**config.mk**
```make
export PLATFORM = sky130hd
export DESIGN_NAME = fetch_queue
export DESIGN_NICKNAME = d
export VERILOG_FILES = /design/src/rtl/fetch_queue.sv
export SDC_FILE = /design/constraint.sdc
export NUM_CORES = 1
export LEC_CHECK = 0
export ABC_CLOCK_PERIOD_IN_PS = 12100
export CORE_MARGIN = 5
export CORE_UTILIZATION = 60
export CTS_CLUSTER_DIAMETER = 200
export DETAILED_ROUTE_END_ITERATION = 12
export PLACE_DENSITY = 0.83
export REMOVE_ABC_BUFFERS = 1
export SYNTH_ARGS = -nofsm -noshare
export SYNTH_HDL_FRONTEND = slang
export SYNTH_SLANG_ARGS = --single-unit
```
**constraint.sdc**
```tcl
create_clock -name clk -period 12.1 [get_ports clk]
set_input_delay 2.42 -clock clk [delete_from_list [all_inputs] [get_ports clk]]
set_output_delay 2.42 -clock clk [all_outputs]
set_load 0.03 [all_outputs]
```
**src/rtl/fetch_queue.sv**
```systemverilog
// Instruction fetch stage: PC generation, redirect handling and a DEPTH-entry
// in-order buffer between a 1-cycle-latency instruction memory and decode.
module fetch_queue #(
  parameter int unsigned          XLEN     = 32,
  parameter int unsigned          DEPTH    = 4,
  parameter logic [XLEN-1:0]      RESET_PC = '0
) (
  input  logic                       clk,
  input  logic                       rst,
  output logic                       imem_req,
  output logic [XLEN-1:0]            imem_addr,
  input  logic [31:0]                imem_insn,
  input  logic                       redirect_valid,
  input  logic [XLEN-1:0]            redirect_pc,
  output logic                       dec_valid,
  input  logic                       dec_ready,
  output logic [31:0]                dec_insn,
  output logic [XLEN-1:0]            dec_pc,
  output logic [$clog2(DEPTH+1)-1:0] count
);

  localparam int unsigned CW = $clog2(DEPTH + 1);
  localparam int unsigned PW = $clog2(DEPTH);

  logic [XLEN-1:0] fetch_pc;
  logic [XLEN-1:0] inflight_pc;
  logic            inflight;
  logic [PW-1:0]   rd_ptr;
  logic [PW-1:0]   wr_ptr;
  logic [CW-1:0]   count_q;
  logic [31:0]     mem_insn [DEPTH];
  logic [XLEN-1:0] mem_pc   [DEPTH];
  logic            pop;
  logic            push;
  logic            issue;
  logic [CW:0]     credit;

  // Credit counts the in-flight response so a push can never land on a full buffer.
  assign dec_valid = !rst && (count_q != '0) && !redirect_valid;
  assign pop       = dec_valid && dec_ready;
  assign push      = inflight && !redirect_valid;
  assign credit    = {1'b0, count_q} + {{CW{1'b0}}, inflight} - {{CW{1'b0}}, pop};
  assign issue     = !rst && !redirect_valid && (credit < (CW+1)'(DEPTH));

  assign imem_req  = issue;
  assign imem_addr = rst ? RESET_PC : fetch_pc;
  assign dec_insn  = rst ? '0 : mem_insn[rd_ptr];
  assign dec_pc    = rst ? '0 : mem_pc[rd_ptr];
  assign count     = count_q;

  always_ff @(posedge clk) begin
    if (rst) begin
      fetch_pc    <= RESET_PC;
      inflight    <= 1'b0;
      inflight_pc <= '0;
      rd_ptr      <= '0;
      wr_ptr      <= '0;
      count_q     <= '0;
      for (int i = 0; i < int'(DEPTH); i++) begin
        mem_insn[i] <= '0;
        mem_pc[i]   <= '0;
      end
    end else if (redirect_valid) begin
      // Clearing inflight drops the wrong-path response along with the buffer.
      fetch_pc <= redirect_pc & ~(XLEN'(3));
      inflight <= 1'b0;
      rd_ptr   <= '0;
      wr_ptr   <= '0;
      count_q  <= '0;
    end else begin
      if (issue) fetch_pc <= fetch_pc + XLEN'(4);
      inflight    <= issue;
      inflight_pc <= fetch_pc;
      if (push) begin
        mem_insn[wr_ptr] <= imem_insn;
        mem_pc[wr_ptr]   <= inflight_pc;
        wr_ptr           <= wr_ptr + PW'(1);
      end
      if (pop) rd_ptr <= rd_ptr + PW'(1);
      count_q <= count_q + CW'(push) - CW'(pop);
    end
  end

endmodule

```
==> summary.json, run 1 <==
{
  "result_of_the_run": {"value": "completed"},
  "clk_latency": {"value": 540, "unit": "ps"},
  "crit_path_cell_trace": {"value": "buf_2 > buf_4 > or2_2 > nor3b_1 > ha_1 > inv_1 > ha_1 > nand3b_1 > a21oi_2 > nor2_1 > nor2_1 > clkdlybuf4s50_1"},
  "cts-resized-gates": {"value": 0},
  "route.vias.total": {"value": 9032},
  "synth-compound-area-share": {"value": 4.09, "unit": "%"},
  "irDropWorstVdd": {"value": 0.104, "unit": "mV"},
  "seq_area_frac_synth": {"value": 62.6, "unit": "%"},
  "worst-setup-path-type": {"value": "in -> out"},
  "io_buffers": {"value": 162},
  "use_met2": {"value": 42.2, "unit": "%"},
  "worst_setup_path_start_kind": {"value": "input pin"},
  "syn-cell-area": {"value": 14100, "unit": "µm²"},
  "met1_usage": {"value": 32.0, "unit": "%"},
  "dieHeight": {"value": 163, "unit": "µm"},
  "io-pin-count": {"value": 169},
  "routed_wire_length_per_instance": {"value": 19.6, "unit": "µm"},
  "rsz0062_at_grt": {"value": "false"},
  "cts.sink_count": {"value": 318},
  "worst_slew_margin_rel": {"value": 34.4, "unit": "%"},
  "synth.avg_cell_area": {"value": 12.4, "unit": "µm²"},
  "yosys.area.top_type_share": {"value": 52.7, "unit": "%"},
  "synthCells": {"value": 1142},
  "post_cts_hold_buffer_count": {"value": 0},
  "place_ws": {"value": 3410, "unit": "ps"},
  "synthTopCellsByArea": {"value": "edfxtp_1 (53%), dfxtp_1 (9.9%), mux4_2 (9.9%), nor2_1 (6.7%), nor2b_1 (3.9%)"},
  "post_cts_buffers": {"value": 0},
  "gpl.final_weighted_congestion": {"value": 0.853},
  "grt_use_total": {"value": 23.9, "unit": "%"},
  "main_combinational_cell_family_by_area_after_synthesis": {"value": "simple AND/OR/NAND/NOR gates"},
  "critPathSlowestCell": {"value": "clkdlybuf4s50_1"},
  "worst_pin_slew": {"value": 983, "unit": "ps"},
  "initial_core_util": {"value": 60.5, "unit": "%"},
  "viasPerCell": {"value": 5.60},
  "final_hold_viol_count": {"value": 0},
  "grt_start_max_net_pins": {"value": 90},
  "dp_hpwl": {"value": 17.8, "unit": "mm"},
  "dominantRegCellSynth": {"value": "edfxtp_1"},
  "fp.dieW": {"value": 163, "unit": "µm"},
  "pwr_density_cell": {"value": 138, "unit": "nW/µm²"},
  "grt_met3_usage": {"value": 3.56, "unit": "%"},
  "final_antenna_net_count": {"value": 0},
  "synthMuxAreaShare": {"value": 12.1, "unit": "%"},
  "ys_ff_latch": {"value": 318},
  "timing.final.max_slew_violations": {"value": 0},
  "required": {"value": 9680, "unit": "ps"},
  "design.die.area": {"value": 26700, "unit": "µm²"},
  "post_synth_edffs": {"value": 248},
  "final_period_minus_worst_setup_slack": {"value": 8780, "unit": "ps"},
  "post-route-worst-setup-slack": {"value": 3320, "unit": "ps"},
  "final-setup-viol-count": {"value": 0},
  "dr.pass1.iters": {"value": 5},
  "fin_area": {"value": 16900, "unit": "µm²"},
  "worst_clock_skew": {"value": 7.18, "unit": "ps"},
  "cts_tree": {"value": "yes"},
  "yosys.cell_count.top_type": {"value": "nor2_1"},
  "synthXorXnorAreaFrac": {"value": 1.18, "unit": "%"},
  "clock_buffer_count_from_cts": {"value": 31},
  "synth_common_cells": {"value": "nor2_1 (253), edfxtp_1 (248), nor2b_1 (88)"},
  "p_leak": {"value": 6.36, "unit": "nW"},
  "cap_viol_max_count": {"value": 0},
  "top_usage_layer": {"value": "met2"},
  "end_kind": {"value": "output port"},
  "post-route-period-util": {"value": 72.6, "unit": "%"},
  "post_synth_fa_ha_maj_area_fraction": {"value": 0.673, "unit": "%"},
  "crit_family": {"value": "simple AND/OR/NAND/NOR gates"},
  "ys_async_sr_fraction": {"value": 0, "unit": "%"},
  "nNetsFinal": {"value": 1344},
  "insertedDiodeCount": {"value": 0},
  "path_buf_inv": {"value": 4},
  "first_global_vias": {"value": 9386},
  "synth_cell_types": {"value": 53},
  "htree_levels": {"value": 1},
  "global_route_wire_length_before_repair": {"value": 49.9, "unit": "mm"},
  "worst-endpoint-arrival": {"value": 6360, "unit": "ps"},
  "cp_max_fo": {"value": 52},
  "share_of_cells_above_drive_strength_1": {"value": 9.98, "unit": "%"},
  "std_cell_rows": {"value": 56},
  "core_region_area": {"value": 23300, "unit": "µm²"},
  "number_of_antenna_violations_at_the_first_check_in_global_routing": {"value": 1},
  "drt_wl_total": {"value": 31.6, "unit": "mm"},
  "hold_path.class": {"value": "reg -> reg"},
  "first_iter_violations": {"value": 725},
  "synthToLayoutAreaGrowth": {"value": 19.7, "unit": "%"},
  "synth_top_cell_by_area": {"value": "edfxtp_1"},
  "cpPeakStageDelay": {"value": 690, "unit": "ps"},
  "clock_transition_at_the_registers_of_the_reported_paths": {"value": 60, "unit": "ps"},
  "clock_path_buffers": {"value": 3},
  "clock_tree.root_cell": {"value": "clkbuf_16"},
  "fmax": {"value": 0.114, "unit": "GHz"},
  "finalSetupTns": {"value": 0, "unit": "ps"},
  "synthesis.yosys.warnings": {"value": 0},
  "fillers": {"value": 1600},
  "route.detailed.drc": {"value": 0},
  "synthSimpleGateAreaFrac": {"value": 14.8, "unit": "%"},
  "placed_instance_area": {"value": 16000, "unit": "µm²"},
  "grt-ovfl-total": {"value": 0}
}
per-layer routing:
metal | share of wire (%) | vias to the layer above
li1 | - | 4227
met1 | 41 | 4429
met2 | 51 | 340
met3 | 6.9 | 34
met4 | 1.3 | 2
met5 | 0.063 | -
cell families (layout without fill, tap and decap cells):
family / count (synthesis) / count (layout)
DFF: 318 / 318
other: 1 / 4
xor gates and xnor gates: 19 / 19
buffers and inverters: 162 / 310
and+or+nand+nor: 462 / 462
muxes: 93 / 93
adders and majority gates: 7 / 7
AOI/OAI and AO/OA: 80 / 80
power by group:
group          switching, mW  internal [mW]
clock network          0.381          0.514
logic                  0.111         0.0818
registers             0.0244           1.22
cells in the final DEF, fill, tap and decap left out, types with 7 or more instances in the layout:
cell type / instances
nor2b_1: 88
mux2i_1: 31
o21bai_1: 7
nand2_1: 76
nor2_1: 252
o211ai_1: 7
clkdlybuf4s50_1: 160
a211oi_1: 7
or3_1: 9
a311oi_1: 7
o21ai_0: 11
mux4_2: 62
edfxtp_1: 248
clkbuf_1: 10
clkinv_1: 10
xnor2_1: 10
clkbuf_16: 31
a21oi_1: 8
dfxtp_1: 68
xor2_1: 9
buf_4: 9
inv_1: 79
sequential cells by signal, summed over array words and instances (netlist names), named ones only:
register / count
mem_insn: 128
mem_pc: 120
fetch_pc: 30
inflight_pc: 30
count: 3
rd_ptr: 2
wr_ptr: 2
inflight: 1
final timing paths:
| kind | start | endpoint | slack (ps) | cells past startpoint |
|---|---|---|---|---|
| max | redirect_valid | imem_req | 3320 | 12 |
| min | inflight_pc[8] | inflight_pc[8] | 500 | 2 |
| max reg2reg | count[2] | fetch_pc[12] | 8500 | 10 |
| min reg2reg | inflight_pc[8] | inflight_pc[8] | 500 | 2 |
layout make-up:
class	count	area (µm²)	share of cell area [%]
Timing Repair Buffer	171	1690	9.96
Tap cell	319	399	2.36
Clock inverter	12	75.1	0.444
Inverter	82	308	1.82
Clock buffer	45	868	5.13
Multi-Input combinational cell	665	4720	27.9
Sequential cell	318	8860	52.4
tightest hold or removal path, delay by kind of cell (launching register included):
| kind | cells | cell delay, ps |
|---|---|---|
| flops | 1 | 330 |
| mux | 1 | 70 |
| simple gates | 1 | 70 |
stage by stage:
step | std cells | util, % | hold slack, ps | total power [mW]
after floorplan | 1065 | - | 460 | 1.37
after global placement | 1555 | 68.5 | 474 | 1.46
after detailed placement | 1555 | 68.5 | 486 | 1.46
after CTS | 1612 | 72.5 | 502 | 2.35
after global routing | 1612 | 72.5 | 524 | 2.42
final | 1612 | 72.5 | 499 | 2.33
Power figures use the tool's default switching activity.
==> run 2, diff against run 1 <==
--- a/config.mk
+++ b/config.mk
@@ -5,12 +5,12 @@
 export SDC_FILE = /design/constraint.sdc
 export NUM_CORES = 1
 export LEC_CHECK = 0
-export ABC_CLOCK_PERIOD_IN_PS = 12100
+export ABC_CLOCK_PERIOD_IN_PS = 7700
 export CORE_MARGIN = 5
-export CORE_UTILIZATION = 60
+export CORE_UTILIZATION = 51
 export CTS_CLUSTER_DIAMETER = 200
 export DETAILED_ROUTE_END_ITERATION = 12
-export PLACE_DENSITY = 0.83
+export PLACE_DENSITY = 0.75
 export REMOVE_ABC_BUFFERS = 1
 export SYNTH_ARGS = -nofsm -noshare
 export SYNTH_HDL_FRONTEND = slang
==> constraint.sdc (replaced) <==
create_clock -name clk -period 7.7 [get_ports clk]
set_input_delay 1.54 -clock clk [delete_from_list [all_inputs] [get_ports clk]]
set_output_delay 1.54 -clock clk [all_outputs]
set_load 0.03 [all_outputs]
==> summary.json, run 2 (synthesis gave the netlist of run 1 again) <==
{
  "required": {"value": 6160, "unit": "ps", "change": "-3520 ps"},
  "io-pin-count": {"value": 169, "change": "unchanged"},
  "place_ws": {"value": 1590, "unit": "ps", "change": "-1820 ps"},
  "fp.dieW": {"value": 176, "unit": "µm", "change": "+7.9%"},
  "clock_path_buffers": {"value": 3, "change": "unchanged"},
  "number_of_antenna_violations_at_the_first_check_in_global_routing": {"value": 1, "change": "unchanged"},
  "io_buffers": {"value": 162, "change": "unchanged"},
  "grt_start_max_net_pins": {"value": 75, "change": "-17%"},
  "crit_path_cell_trace": {"value": "buf_6 > or2_2 > nor3b_1 > ha_1 > inv_1 > ha_1 > nand3b_1 > and4b_1 > nor2_1 > nor2_1 > clkdlybuf4s50_1"},
  "clk_latency": {"value": 550, "unit": "ps", "change": "about the same"},
  "cpPeakStageDelay": {"value": 600, "unit": "ps", "change": "-90 ps"},
  "insertedDiodeCount": {"value": 0, "change": "unchanged"},
  "layout.cells.most_common": {"value": "nor2_1"},
  "share_of_cells_above_drive_strength_1": {"value": 10.8, "unit": "%", "change": "+0.83 points"},
  "nNetsFinal": {"value": 1346, "change": "+0.15%"},
  "synthToLayoutAreaGrowth": {"value": 20.8, "unit": "%"},
  "worst_slew_margin_rel": {"value": 34.0, "unit": "%", "change": "-0.46 points"},
  "total_length_of_routed_met2_wires": {"value": 16.0, "unit": "mm", "change": "-0.31%"},
  "dp_hpwl": {"value": 18.2, "unit": "mm", "change": "+2.7%"},
  "registers.top_by_ff_count": {"value": "mem_insn"},
  "grt-ovfl-total": {"value": 0, "change": "unchanged"},
  "dp_cells": {"value": 1616, "change": "+3.9%"},
  "critPathSlowestCell": {"value": "clkdlybuf4s50_1"},
  "largest_register_ff_count": {"value": 128, "change": "unchanged"},
  "final_antenna_net_count": {"value": 0, "change": "unchanged"},
  "htree_levels": {"value": 1, "change": "unchanged"},
  "worst-setup-path-type": {"value": "in -> out"},
  "worst_r2r_startpoint": {"value": "count[0]"},
  "pwr_density_cell": {"value": 219, "unit": "nW/µm²", "change": "+59%"},
  "result_of_the_run": {"value": "completed"},
  "worst_clock_skew": {"value": 11.3, "unit": "ps", "change": "+4.11 ps"},
  "r2r.worst_path.cells": {"value": 11, "change": "+1"},
  "route.top_layer_used": {"value": "met5"},
  "worst_setup_path_start_kind": {"value": "input pin"},
  "route.vias.total": {"value": 9001, "change": "-0.34%"},
  "grt_use_total": {"value": 20.5, "unit": "%", "change": "-3.4 points"},
  "clock_buffer_count_from_cts": {"value": 31, "change": "unchanged"},
  "rsz0062_at_grt": {"value": "false"},
  "post_cts_hold_buffer_count": {"value": 0, "change": "unchanged"},
  "timing.final.max_slew_violations": {"value": 0, "change": "unchanged"},
  "fin_worst_hold_slack": {"value": 498, "unit": "ps", "change": "-1.28 ps"},
  "clock_tree.root_cell": {"value": "clkbuf_16"},
  "hold_path.class": {"value": "reg -> reg"},
  "design.die.area": {"value": 31100, "unit": "µm²", "change": "+17%"},
  "core_region_area": {"value": 27600, "unit": "µm²", "change": "+18%"},
  "switching_power": {"value": 836, "unit": "µW", "change": "+62%"},
  "netSwitchingFraction": {"value": 22.4, "unit": "%", "change": "+0.22 points"},
  "dr_wl_met3": {"value": 1.88, "unit": "mm", "change": "-14%"},
  "gpl.final_weighted_congestion": {"value": 0.760, "change": "-11%"},
  "worst-endpoint-arrival": {"value": 4630, "unit": "ps", "change": "-1730 ps"},
  "post-route-worst-setup-slack": {"value": 1530, "unit": "ps", "change": "-1780 ps"},
  "cts_tree": {"value": "yes"},
  "post_cts_buffers": {"value": 0, "change": "unchanged"},
  "drt_wl_total": {"value": 32.0, "unit": "mm", "change": "+1.5%"},
  "holdPathEnd": {"value": "inflight_pc[17]"},
  "viasPerCell": {"value": 5.38, "change": "-4.0%"},
  "clock_transition_at_the_registers_of_the_reported_paths": {"value": 60, "unit": "ps", "change": "about the same"},
  "global_route_wire_length_before_repair": {"value": 50.2, "unit": "mm", "change": "+0.65%"},
  "top_regs": {"value": "mem_insn x128, mem_pc x120"},
  "initial_core_util": {"value": 51.3, "unit": "%", "change": "-9.3 points"},
  "setup.reg_to_reg.worst_slack": {"value": 4300, "unit": "ps", "change": "-4200 ps"},
  "first_global_vias": {"value": 9306, "change": "-0.85%"},
  "final_period_minus_worst_setup_slack": {"value": 6170, "unit": "ps"},
  "cell_internal_pwr": {"value": 2.90, "unit": "mW", "change": "+60%"},
  "cts-resized-gates": {"value": 0, "change": "unchanged"},
  "final_core_utilization": {"value": 61.9, "unit": "%", "change": "-11 points"},
  "routed_wire_length_per_instance": {"value": 19.1, "unit": "µm", "change": "-2.2%"},
  "share_clk_of_total_power": {"value": 39.6, "unit": "%", "change": "+1.2 points"},
  "p_leak": {"value": 6.41, "unit": "nW", "change": "+0.76%"},
  "layoutNonFillerInstCount": {"value": 1673, "change": "+3.8%"},
  "first_iter_violations": {"value": 733, "change": "+1.1%"},
  "route.layer.met1.wl": {"value": 13.6, "unit": "mm", "change": "+5.6%"},
  "final_hold_viol_count": {"value": 0, "change": "unchanged"},
  "share_of_power_burned_in_registers": {"value": 52.3, "unit": "%", "change": "-1.1 points"},
  "end_kind": {"value": "output port"},
  "dieHeight": {"value": 176, "unit": "µm", "change": "+7.9%"},
  "fmax": {"value": 0.162, "unit": "GHz"},
  "p_comb_share": {"value": 8.1, "unit": "%", "change": "-0.2 points"},
  "dr.pass1.iters": {"value": 5, "change": "unchanged"},
  "r2r-end": {"value": "fetch_pc[12]"},
  "std_cell_rows": {"value": 61, "change": "+8.9%"},
  "cp_max_fo": {"value": 49, "change": "-5.8%"},
  "most-common-layout-cells": {"value": "nor2_1 (252), edfxtp_1 (248), clkdlybuf4s50_1 (160)"},
  "cts.sink_count": {"value": 318, "change": "unchanged"},
  "route.detailed.drc": {"value": 0, "change": "unchanged"},
  "min_from": {"value": "inflight_pc[17]"},
  "final-setup-viol-count": {"value": 0, "change": "unchanged"},
  "post-route-period-util": {"value": 80.1, "unit": "%"},
  "finalSetupTns": {"value": 0, "unit": "ps", "change": "unchanged"},
  "worst_pin_slew": {"value": 990, "unit": "ps", "change": "+6.91 ps"},
  "cap_viol_max_count": {"value": 0, "change": "unchanged"},
  "irDropWorstVdd": {"value": 0.148, "unit": "mV", "change": "+43%"},
  "hold_path_depth": {"value": 2, "change": "unchanged"}
}
[run 2: per-stage QoR]
step           power, mW  area (µm²)
3_3_place_gp        2.29       16100
5_1_grt             3.87       17100
3_5_place_dp        2.30       16100
2_1_floorplan       2.15       13800
6_report            3.74       17100
4_1_cts             3.77       17100
[run 2: worst max path at each step]
stage / from / end / slack (ps) / cells after the start
finish: rst / imem_req / 1530 / 11
global route: rst / imem_req / 1390 / 11
CTS: rst / imem_req / 1560 / 11
detailed placement: rst / imem_req / 1590 / 11
global placement: rst / imem_req / 1620 / 11
floorplan: redirect_valid / mem_insn[0][0] / 2070 / 3
[run 2: area by class of cell]
type,instances,area [µm²]
clock buffers,37,818
clock inverters,20,180
fillers,2107,10500
inverters,82,308
multi-input cells,665,4730
flip-flops and latches,318,8860
well taps,378,473
repair buffers,173,1700
[run 2: routing by layer]
metal / global-route usage (%) / up-vias
li1: - / 4223
met3: 2.89 / 43
met2: 35.4 / 270
met1: 28.0 / 4463
met5: 0 / -
met4: 4.35 / 2
[run 2: power groups by stage]
stage | clock [mW] | sequential (mW) | combinational, mW
floorplan | 0 | 1.98 | 0.163
global placement | 0 | 1.99 | 0.304
detailed placement | 0 | 1.99 | 0.307
CTS | 1.51 | 1.96 | 0.309
global route | 1.58 | 1.96 | 0.326
finish | 1.48 | 1.96 | 0.304
[run 2: worst max-delay path, delay by kind of cell]
kind | cells | cell delay [ps]
adders and majority gates | 2 | 540
and+or+nand+nor | 6 | 1680
buffers and inverters | 3 | 830
==> run 3, diff against run 2 <==
--- a/config.mk
+++ b/config.mk
@@ -5,12 +5,12 @@
 export SDC_FILE = /design/constraint.sdc
 export NUM_CORES = 1
 export LEC_CHECK = 0
-export ABC_CLOCK_PERIOD_IN_PS = 7700
+export ABC_CLOCK_PERIOD_IN_PS = 5900
 export CORE_MARGIN = 5
-export CORE_UTILIZATION = 51
+export CORE_UTILIZATION = 56
 export CTS_CLUSTER_DIAMETER = 200
 export DETAILED_ROUTE_END_ITERATION = 12
-export PLACE_DENSITY = 0.75
+export PLACE_DENSITY = 0.78
 export REMOVE_ABC_BUFFERS = 1
 export SYNTH_ARGS = -nofsm -noshare
 export SYNTH_HDL_FRONTEND = slang
==> constraint.sdc (replaced) <==
create_clock -name clk -period 5.9 [get_ports clk]
set_input_delay 1.18 -clock clk [delete_from_list [all_inputs] [get_ports clk]]
set_output_delay 1.18 -clock clk [all_outputs]
set_load 0.03 [all_outputs]
==> summary.json, run 3 (synthesis gave the netlist of run 1 again) <==
{
  "result_of_the_run": {"value": "completed"},
  "grt_start_max_net_pins": {"value": 71, "change": "-5.3%"},
  "clock_transition_at_the_registers_of_the_reported_paths": {"value": 60, "unit": "ps", "change": "about the same"},
  "post_cts_hold_buffer_count": {"value": 0, "change": "unchanged"},
  "synthToLayoutAreaGrowth": {"value": 20.4, "unit": "%"},
  "met1_usage": {"value": 31.5, "unit": "%", "change": "+3.5 points"},
  "worst_pin_slew": {"value": 1020, "unit": "ps", "change": "+25.3 ps"},
  "post-route-worst-setup-slack": {"value": 935, "unit": "ps", "change": "-596 ps"},
  "worst_setup_path_start_kind": {"value": "input pin"},
  "std_cell_rows": {"value": 58, "change": "-4.9%"},
  "pwr_density_cell": {"value": 284, "unit": "nW/µm²", "change": "+29%"},
  "end_kind": {"value": "output port"},
  "initial_core_util": {"value": 56.4, "unit": "%", "change": "+5.2 points"},
  "r2r-end": {"value": "fetch_pc[12]"},
  "top_usage_layer": {"value": "met2"},
  "largest_register_ff_count": {"value": 128, "change": "unchanged"},
  "required": {"value": 4720, "unit": "ps", "change": "-1440 ps"},
  "io-pin-count": {"value": 169, "change": "unchanged"},
  "cell_internal_pwr": {"value": 3.74, "unit": "mW", "change": "+29%"},
  "route.vias.total": {"value": 9145, "change": "+1.6%"},
  "dieHeight": {"value": 169, "unit": "µm", "change": "-4.3%"},
  "final_period_minus_worst_setup_slack": {"value": 4960, "unit": "ps"},
  "irDropWorstVdd": {"value": 0.197, "unit": "mV", "change": "+34%"},
  "place_ws": {"value": 940, "unit": "ps", "change": "-647 ps"},
  "io_buffers": {"value": 162, "change": "unchanged"},
  "cts_tree": {"value": "yes"},
  "clock_tree.root_cell": {"value": "clkbuf_16"},
  "cts-resized-gates": {"value": 0, "change": "unchanged"},
  "netSwitchingFraction": {"value": 22.5, "unit": "%", "change": "+0.17 points"},
  "dp_hpwl": {"value": 18.4, "unit": "mm", "change": "+0.75%"},
  "registers.top_by_ff_count": {"value": "mem_insn"},
  "share_clk_of_total_power": {"value": 38.7, "unit": "%", "change": "-0.9 points"},
  "cp_max_fo": {"value": 29, "change": "-41%"},
  "most-common-layout-cells": {"value": "nor2_1 (252), edfxtp_1 (248), clkdlybuf4s50_1 (159)"},
  "top_regs": {"value": "mem_insn x128, mem_pc x120"},
  "gpl.final_weighted_congestion": {"value": 0.782, "change": "+2.9%"},
  "fmax": {"value": 0.201, "unit": "GHz"},
  "grt_met3_usage": {"value": 3.27, "unit": "%", "change": "+0.38 points"},
  "final_hold_viol_count": {"value": 0, "change": "unchanged"},
  "worst_clock_skew": {"value": 8.79, "unit": "ps", "change": "-2.50 ps"},
  "min_from": {"value": "inflight_pc[15]"},
  "fin_area": {"value": 17000, "unit": "µm²", "change": "-0.32%"},
  "design.die.area": {"value": 28500, "unit": "µm²", "change": "-8.4%"},
  "share_of_power_burned_in_registers": {"value": 53.0, "unit": "%", "change": "+0.7 points"},
  "post_cts_buffers": {"value": 0, "change": "unchanged"},
  "clock_buffer_count_from_cts": {"value": 30, "change": "-3.2%"},
  "viasPerCell": {"value": 5.62, "change": "+4.5%"},
  "core_region_area": {"value": 25000, "unit": "µm²", "change": "-9.1%"},
  "holdPathEnd": {"value": "inflight_pc[15]"},
  "insertedDiodeCount": {"value": 0, "change": "unchanged"},
  "drt_wl_total": {"value": 32.3, "unit": "mm", "change": "+0.77%"},
  "clock_path_buffers": {"value": 3, "change": "unchanged"},
  "grt-ovfl-total": {"value": 0, "change": "unchanged"},
  "finalSetupTns": {"value": 0, "unit": "ps", "change": "unchanged"},
  "timing.final.max_slew_violations": {"value": 0, "change": "unchanged"},
  "hold_path.class": {"value": "reg -> reg"},
  "fp.dieW": {"value": 169, "unit": "µm", "change": "-4.3%"},
  "number_of_antenna_violations_at_the_first_check_in_global_routing": {"value": 0, "change": "-1"},
  "final_antenna_net_count": {"value": 0, "change": "unchanged"},
  "worst-setup-path-type": {"value": "in -> out"},
  "final_core_utilization": {"value": 67.9, "unit": "%", "change": "+6.0 points"},
  "global_route_wire_length_before_repair": {"value": 50.8, "unit": "mm", "change": "+1.2%"},
  "p_comb_share": {"value": 8.3, "unit": "%", "change": "+0.2 points"},
  "p_leak": {"value": 6.41, "unit": "nW", "change": "about the same"},
  "cap_viol_max_count": {"value": 0, "change": "unchanged"},
  "worst_slew_margin_rel": {"value": 32.3, "unit": "%", "change": "-1.7 points"},
  "use_met2": {"value": 38.3, "unit": "%", "change": "+2.9 points"},
  "layout.cells.most_common": {"value": "nor2_1"},
  "fin_worst_hold_slack": {"value": 498, "unit": "ps", "change": "-0.141 ps"},
  "worst_r2r_startpoint": {"value": "count[2]"},
  "routed_wire_length_per_instance": {"value": 19.9, "unit": "µm", "change": "+3.7%"},
  "clk_latency": {"value": 540, "unit": "ps", "change": "about the same"},
  "route.detailed.drc": {"value": 0, "change": "unchanged"},
  "post-route-period-util": {"value": 84.2, "unit": "%"},
  "hold_path_depth": {"value": 2, "change": "unchanged"},
  "fillers": {"value": 1826, "change": "-13%"},
  "htree_levels": {"value": 1, "change": "unchanged"},
  "final-setup-viol-count": {"value": 0, "change": "unchanged"},
  "rsz0062_at_grt": {"value": "false"},
  "first_iter_violations": {"value": 768, "change": "+4.8%"},
  "share_of_cells_above_drive_strength_1": {"value": 11.0, "unit": "%", "change": "+0.22 points"},
  "nNetsFinal": {"value": 1348, "change": "+0.15%"},
  "r2r.worst_path.cells": {"value": 11, "change": "unchanged"},
  "switching_power": {"value": 1.09, "unit": "mW", "change": "+30%"},
  "first_global_vias": {"value": 9326, "change": "+0.21%"},
  "cts.sink_count": {"value": 318, "change": "unchanged"},
  "placed_instance_area": {"value": 16000, "unit": "µm²", "change": "about the same"},
  "setup.reg_to_reg.worst_slack": {"value": 2630, "unit": "ps", "change": "-1670 ps"},
  "grt_use_total": {"value": 22.5, "unit": "%", "change": "+2.1 points"},
  "worst-endpoint-arrival": {"value": 3780, "unit": "ps", "change": "-850 ps"},
  "dr.pass1.iters": {"value": 5, "change": "unchanged"}
}
-- run 3: changes by cell type in the layout (fill, tap and decap cells not counted), sizes merged --
cell	previous run	this run
bufinv	3	1
buf	13	17
clkdlybuf4s50	160	159
clkbuf	37	40
clkinvlp	0	2
clkinv	19	14
-- run 3: area by class of cell --
cell class | instances | area, µm² | area share [%]
clock buffer | 40 | 860 | 5.05
sequential | 318 | 8860 | 52.1
inverter | 82 | 308 | 1.81
clock inverter | 15 | 100 | 0.588
tap | 330 | 413 | 2.43
timing repair buffer | 176 | 1750 | 10.3
multi-input combinational | 665 | 4730 | 27.8
-- run 3: how the worst max path moves through the flow --
stage / start / end / cells after the start
after floorplan: redirect_valid / mem_insn[0][0] / 3
after global placement: rst / imem_req / 11
after detailed placement: rst / imem_req / 11
after CTS: rst / imem_req / 11
after global routing: rst / imem_req / 11
final: rst / imem_req / 11
-- run 3: power groups by stage --
stage / Combinational [mW] / Clock [mW] / Sequential, mW
2_1_floorplan: 0.213 / 0 / 2.59
3_3_place_gp: 0.399 / 0 / 2.60
3_5_place_dp: 0.403 / 0 / 2.60
4_1_cts: 0.405 / 1.89 / 2.55
5_1_grt: 0.430 / 1.99 / 2.56
6_report: 0.402 / 1.87 / 2.55
-- run 3: metrics by stage --
stage                     instances  power, mW
after floorplan                1065       2.80
after global placement         1571       2.99
after detailed placement       1571       3.00
after CTS                      1626       4.85
after global routing           1626       4.98
final                          1626       4.82
-- run 3: per-layer routing --
metal / share of wire, % / wire, µm / vias up
li1: - / - / 4236
met2: 49 / 16000 / 351
met3: 7.4 / 2390 / 43
met1: 42 / 13500 / 4515
met4: 1.4 / 456 / 0
met5: 0 / 0 / -
-- run 3: worst max-delay path, cell delays in order --
cell,delay (ps)
buf_6,170
or2_2,440
nor3b_1,540
ha_1,250
inv_1,50
ha_1,270
nand3b_1,100
and4b_1,220
nor2_1,240
nor2_1,130
buf_12,160
